**src/rtl/jogo_pkg.sv**
```systemverilog
// Shared state encodings and debug-display width for the game datapath.
// Also used by circuito_jogo; keep codes stable for the 7-segment decoder.
package jogo_pkg;

  localparam int DB_ESTADO_W = 4;

  localparam logic [2:0] OCIOSO     = 3'd0;
  localparam logic [2:0] ESPERA     = 3'd1;
  localparam logic [2:0] ESTABILIZA = 3'd2;
  localparam logic [2:0] REGISTRA   = 3'd3;
  localparam logic [2:0] SOLTA      = 3'd4;

  // True when exactly one bit of the (zero-extended) button vector is set.
  function automatic logic eh_onehot(input logic [15:0] v);
    return (v != 16'd0) && ((v & (v - 16'd1)) == 16'd0);
  endfunction

endpackage

```
**src/rtl/contador_m.sv**
```systemverilog
// Modulo-MODULO cycle counter with synchronous clear, enable and a
// terminal-count flag; wraps to zero after the terminal value.
module contador_m #(
  parameter int MODULO = 4
) (
  input  logic clock,
  input  logic reset,
  input  logic clear,
  input  logic enable,
  output logic terminal
);

  localparam int W = (MODULO > 1) ? $clog2(MODULO) : 1;

  logic [W-1:0] count;

  always_ff @(posedge clock or posedge reset) begin
    if (reset) begin
      count <= '0;
    end else if (clear) begin
      count <= '0;
    end else if (enable) begin
      count <= terminal ? '0 : count + 1'b1;
    end
  end

  assign terminal = (count == W'(MODULO - 1));

endmodule

```
**src/rtl/detector_jogada.sv**
```systemverilog
// Debounced single-button play detector with hold/acknowledge handshake.
// Define DETECTOR_JOGADA_TIMEOUT_EN to compile in the ESPERA idle timeout.
module detector_jogada
  import jogo_pkg::*;
#(
  parameter int N_BOTOES        = 9,
  parameter int DEBOUNCE_CICLOS = 4,
  parameter int TIMEOUT_CICLOS  = 1000
) (
  input  logic                        clock,
  input  logic                        reset,
  input  logic                        habilita,
  input  logic [N_BOTOES-1:0]         botoes,
  input  logic                        consome,
  output logic                        jogada_valida,
  output logic [$clog2(N_BOTOES)-1:0] jogada_idx,
  output logic [N_BOTOES-1:0]         jogada_onehot,
  output logic                        erro_multipla,
  output logic                        timeout,
  output logic [DB_ESTADO_W-1:0]      db_estado
);

  localparam int IDX_W = $clog2(N_BOTOES);

  logic [2:0]          estado, estado_next;
  logic [N_BOTOES-1:0] snapshot, snapshot_next;
  logic [IDX_W-1:0]    idx_enc;
  logic                db_enable, db_terminal;
  logic                erro_next;

  // One counter serves both press stabilisation and release detection;
  // it is cleared whenever the stability condition of the state breaks.
  contador_m #(.MODULO(DEBOUNCE_CICLOS)) u_debounce (
    .clock    (clock),
    .reset    (reset),
    .clear    (!db_enable),
    .enable   (db_enable),
    .terminal (db_terminal)
  );

  always_comb begin
    estado_next   = estado;
    snapshot_next = snapshot;
    db_enable     = 1'b0;
    erro_next     = 1'b0;
    case (estado)
      OCIOSO: begin
        if (habilita) estado_next = ESPERA;
      end
      ESPERA: begin
        if (!habilita) begin
          estado_next = OCIOSO;
        end else if (botoes != '0) begin
          snapshot_next = botoes;
          estado_next   = ESTABILIZA;
        end
      end
      ESTABILIZA: begin
        if (!habilita) begin
          estado_next = OCIOSO;
        end else if (botoes == '0) begin
          estado_next = ESPERA;
        end else if (botoes != snapshot) begin
          snapshot_next = botoes;
        end else begin
          db_enable = 1'b1;
          if (db_terminal) begin
            if (eh_onehot(16'(snapshot))) begin
              estado_next = REGISTRA;
            end else begin
              erro_next   = 1'b1;
              estado_next = SOLTA;
            end
          end
        end
      end
      REGISTRA: begin
        if (consome) estado_next = SOLTA;
      end
      SOLTA: begin
        if (botoes == '0) begin
          db_enable = 1'b1;
          if (db_terminal) estado_next = habilita ? ESPERA : OCIOSO;
        end
      end
      default: estado_next = OCIOSO;
    endcase
  end

  always_comb begin
    idx_enc = '0;
    for (int i = 0; i < N_BOTOES; i++) begin
      if (snapshot[i]) idx_enc = IDX_W'(i);
    end
  end

  always_ff @(posedge clock or posedge reset) begin
    if (reset) begin
      estado        <= OCIOSO;
      snapshot      <= '0;
      jogada_idx    <= '0;
      jogada_onehot <= '0;
      erro_multipla <= 1'b0;
    end else begin
      estado        <= estado_next;
      snapshot      <= snapshot_next;
      erro_multipla <= erro_next;
      if (estado_next == REGISTRA && estado != REGISTRA) begin
        jogada_idx    <= idx_enc;
        jogada_onehot <= snapshot;
      end
    end
  end

  assign jogada_valida = (estado == REGISTRA);
  assign db_estado     = DB_ESTADO_W'(estado);

`ifdef DETECTOR_JOGADA_TIMEOUT_EN
  logic to_enable, to_terminal, timeout_q;

  // Only uninterrupted residence in ESPERA counts toward the timeout.
  assign to_enable = (estado == ESPERA) && (estado_next == ESPERA);

  contador_m #(.MODULO(TIMEOUT_CICLOS)) u_timeout (
    .clock    (clock),
    .reset    (reset),
    .clear    (!to_enable),
    .enable   (to_enable),
    .terminal (to_terminal)
  );

  always_ff @(posedge clock or posedge reset) begin
    if (reset) timeout_q <= 1'b0;
    else       timeout_q <= to_enable && to_terminal;
  end

  assign timeout = timeout_q;
`else
  // Timeout feature absent: output tied low, parameter kept for interface compatibility.
  assign timeout = (TIMEOUT_CICLOS < 1) ? 1'b0 : 1'b0;
`endif

endmodule

```
**config.mk**
```make
export PLATFORM = sky130hd
export DESIGN_NAME = detector_jogada
export DESIGN_NICKNAME = d
export VERILOG_FILES = /design/src/rtl/jogo_pkg.sv /design/src/rtl/contador_m.sv /design/src/rtl/detector_jogada.sv
export SDC_FILE = /design/constraint.sdc
export NUM_CORES = 1
export LEC_CHECK = 0
export CORE_MARGIN = 2
export CORE_UTILIZATION = 45
export DETAILED_ROUTE_END_ITERATION = 7
export HOLD_SLACK_MARGIN = 0.03
export PLACE_DENSITY = 0.81
export SLEW_MARGIN = 20
export SYNTH_ARGS = -nofsm -noshare
export SYNTH_HDL_FRONTEND = slang
export SYNTH_SLANG_ARGS = --single-unit
```
**constraint.sdc**
```tcl
create_clock -name clock -period 1.9 [get_ports clock]
set_input_delay 0.285 -clock clock [delete_from_list [all_inputs] [get_ports clock]]
set_output_delay 0.285 -clock clock [all_outputs]
set_load 0.05 [all_outputs]
```
==> run summary <==
DR vias - 1,162
Synth Warn # - 0
Num CTS Buffers - 3
Clk root buf - clkbuf_4
Initial Util - 46.2%
DRC - 0
Initial antenna violation count - 0
Reg2reg start - snapshot[7]
Final #Nets - 196
R2r endpoint - jogada_onehot[1]
Max Freq - 527 MHz
#FFs+latches synth - 27
Top post-synthesis cells by area - dfrtp_1 (44%), mux2_4 (8.8%), mux2_1 (6.6%)
CTS tree - yes
WS Path Type - flip-flop to flip-flop
Global route total overflow - 0
Die height - 62.3 um
Req. time, crit path - 2.13 ns
PortBufs - 30
Max IR drop VDD - 0.710 mV
Die W - 62.3 um
CP Data Arrival Time - 2.13 ns
Status - finished clean
PwrDens - 1170 mW/mm^2
RSZ-0062 raised after global routing - true
Primary FF master, synth - dfrtp_1
Global-route wire length before repair - 5550 um
Setup crit end kind - flip-flop
Gate count of the mapped netlist - 132
Clock Latency Late Sink - 0.34 ns
Leakage - 1.00 nW
Area Growth Syn to Fin - 38.1%
Clock slew at reported path FFs - 0.15 ns
Routed wire length - 3180 um
CP Cell Sequence - nor4_4 -> nand2_1 -> xor2_1 -> nand4_2 -> buf_12 -> mux2_4
Share of cells above drive strength 1 - 31.5%
Count leader, synth - dfrtp_1
DR WL/cell - 14.0 um
Largest net degree at the start of global routing - 28
Clock Path Buffers - 2
Rel. slew slack - 65.7%
Sequential share of the synthesized area - 44.2%
Total core area - 0.00331 mm^2
ANT cells - 0
Reg2reg path depth - 6
FP Rows - 21
Final Hold Viols - 0
GPL Wtd Cong - 0.951
Yosys cell types - 40
Starting DRT DRC Count - 33
CP max FO - 10
Ys async rst share - 100%
Largest stage delay, worst path - 0.47 ns
Setup ws final - 0.00212 ns
H-tree depth - 1
Max cap viols - 0
Die Footprint - 0.00388 mm^2
Tcrit/Tclk final - 99.9%
Syn Area/Cell - 11.6 um^2
Final setup viols - 0
Max-slew violation count - 0
Mapped Area - 0.00153 mm^2
Vias in the first global route - 1,204
Post-synth top area share - 44.2%
Slowest library cell on the worst path - dfrtp_2
IO Pins - 33
HPWL after detailed placement - 2490 um
Tot Pwr - 2.47 mW
Tmin final - 1.90 ns
Pre-antenna DRT Iters - 4
Pre-CTS setup slack - -0.337 ns
CTS Sinks - 27
Least-Margin Pin Slew - 0.514 ns
Most instantiated cells after synthesis - dfrtp_1 (27), mux2_1 (9), mux2_4 (9)
Setup crit start kind - flip-flop
Synth area leader - dfrtp_1
Via/cell ratio - 5.12
Hold Crit Class - input port to async pin
All-Layer GR Usage - 18.1%
EDFF count, synth - 0
Worst Skew - 0.0128 ns
Routed Antenna Nets - 0
Flop2flop setup slack - 0.002 ns
==> worst max path at each step <==
stage	start	endpoint	slack (ns)
after floorplan	snapshot[7]	jogada_idx[0]	0.03
after global placement	botoes[6]	jogada_onehot[0]	-0.28
after detailed placement	botoes[6]	jogada_onehot[1]	-0.34
after CTS	snapshot[4]	jogada_onehot[1]	0.003
after global routing	snapshot[0]	snapshot[0]	-0.11
final	snapshot[7]	jogada_onehot[1]	0.002
==> per-layer routing <==
metal  part of all wire, %  track usage (%)
met4                   2.6             10.0
met3                   3.5             2.90
met5                     0                0
met1                    45             22.9
met2                    49             29.5
==> registers in the layout (all words and copies together), names as in the netlist <==
name,flops
snapshot,9
erro_multipla,1
jogada_idx,4
u_debounce.count,2
estado,3
jogada_onehot,8
==> timing repair <==
| item | CTS | global route |
|---|---|---|
| gates resized for setup | 4 | 8 |
| cloned | 0 | 0 |
| buffers inserted | 1 | 0 |
| hold buffers | 0 | 0 |
| pin swaps | 0 | 2 |
| setup endpoints to repair | 12 | 26 |
==> stage by stage <==
step | util [%] | TNS, ns | hold slack (ns) | instances | cell area (um^2)
2_1_floorplan | - | 0 | 0.338 | 133 | 1540
5_1_grt | 63.8 | -1.77 | 0.333 | 227 | 2110
3_5_place_dp | 61.0 | -6.62 | 0.448 | 222 | 2020
3_3_place_gp | 61.0 | -5.57 | 0.423 | 222 | 2020
6_report | 63.8 | 0 | 0.284 | 227 | 2110
4_1_cts | 62.9 | 0 | 0.312 | 227 | 2080
==> kinds of logic after synthesis <==
group	after synthesis	share of synthesized area (%)
AND/OR/NAND/NOR	34	13.9
XOR/XNOR	10	6.22
other	1	0.245
flip-flops	27	44.2
AO/OA/AOI/OAI	18	8.18
multiplexers	21	17.7
buffers and inverters	19	8.10
adder cells (fa/ha/maj)	2	1.47
==> power breakdown <==
part / total, mW / switching [mW] / internal (mW)
logic: 1.29 / 0.614 / 0.677
clock network: 0.253 / 0.170 / 0.0827
registers: 0.921 / 0.204 / 0.718
==> cell usage in the layout (no fill, tap or decap), types with 2 or more instances in the layout <==
master,netlist,layout
clkbuf_4,0,3
a22oi_1,3,3
dfrtp_1,27,20
nand2_1,4,4
dlymetal6s2s_1,0,4
nand3_1,4,4
inv_1,7,7
buf_4,5,23
mux2_2,3,3
nor3_1,6,6
o21a_1,2,2
conb_1,1,2
nor4_4,1,2
and2_1,2,2
mux2_1,9,9
dfrtp_2,0,7
clkdlybuf4s50_1,0,25
nor4_2,1,2
nor2b_1,2,2
buf_12,0,4
nor2_1,6,6
o22ai_1,2,2
a21oi_1,4,4
mux2_4,9,9
xnor2_1,8,8
==> worst max-delay path, delay by kind of cell (launching register included) <==
kind | cells | cell delay [ns]
xor+xnor | 1 | 0.22
buf+inv | 1 | 0.19
flops | 1 | 0.47
mux | 1 | 0.29
simple gates | 3 | 0.62
==> final cells by class <==
class	instances	area, um^2
Clock buffer	4	26.3
Timing Repair Buffer	56	553
Inverter	7	26.3
Fill cell	246	1200
Tap cell	46	57.6
Sequential cell	27	684
Multi-Input combinational cell	87	763
(Power assumes the default switching activity.)
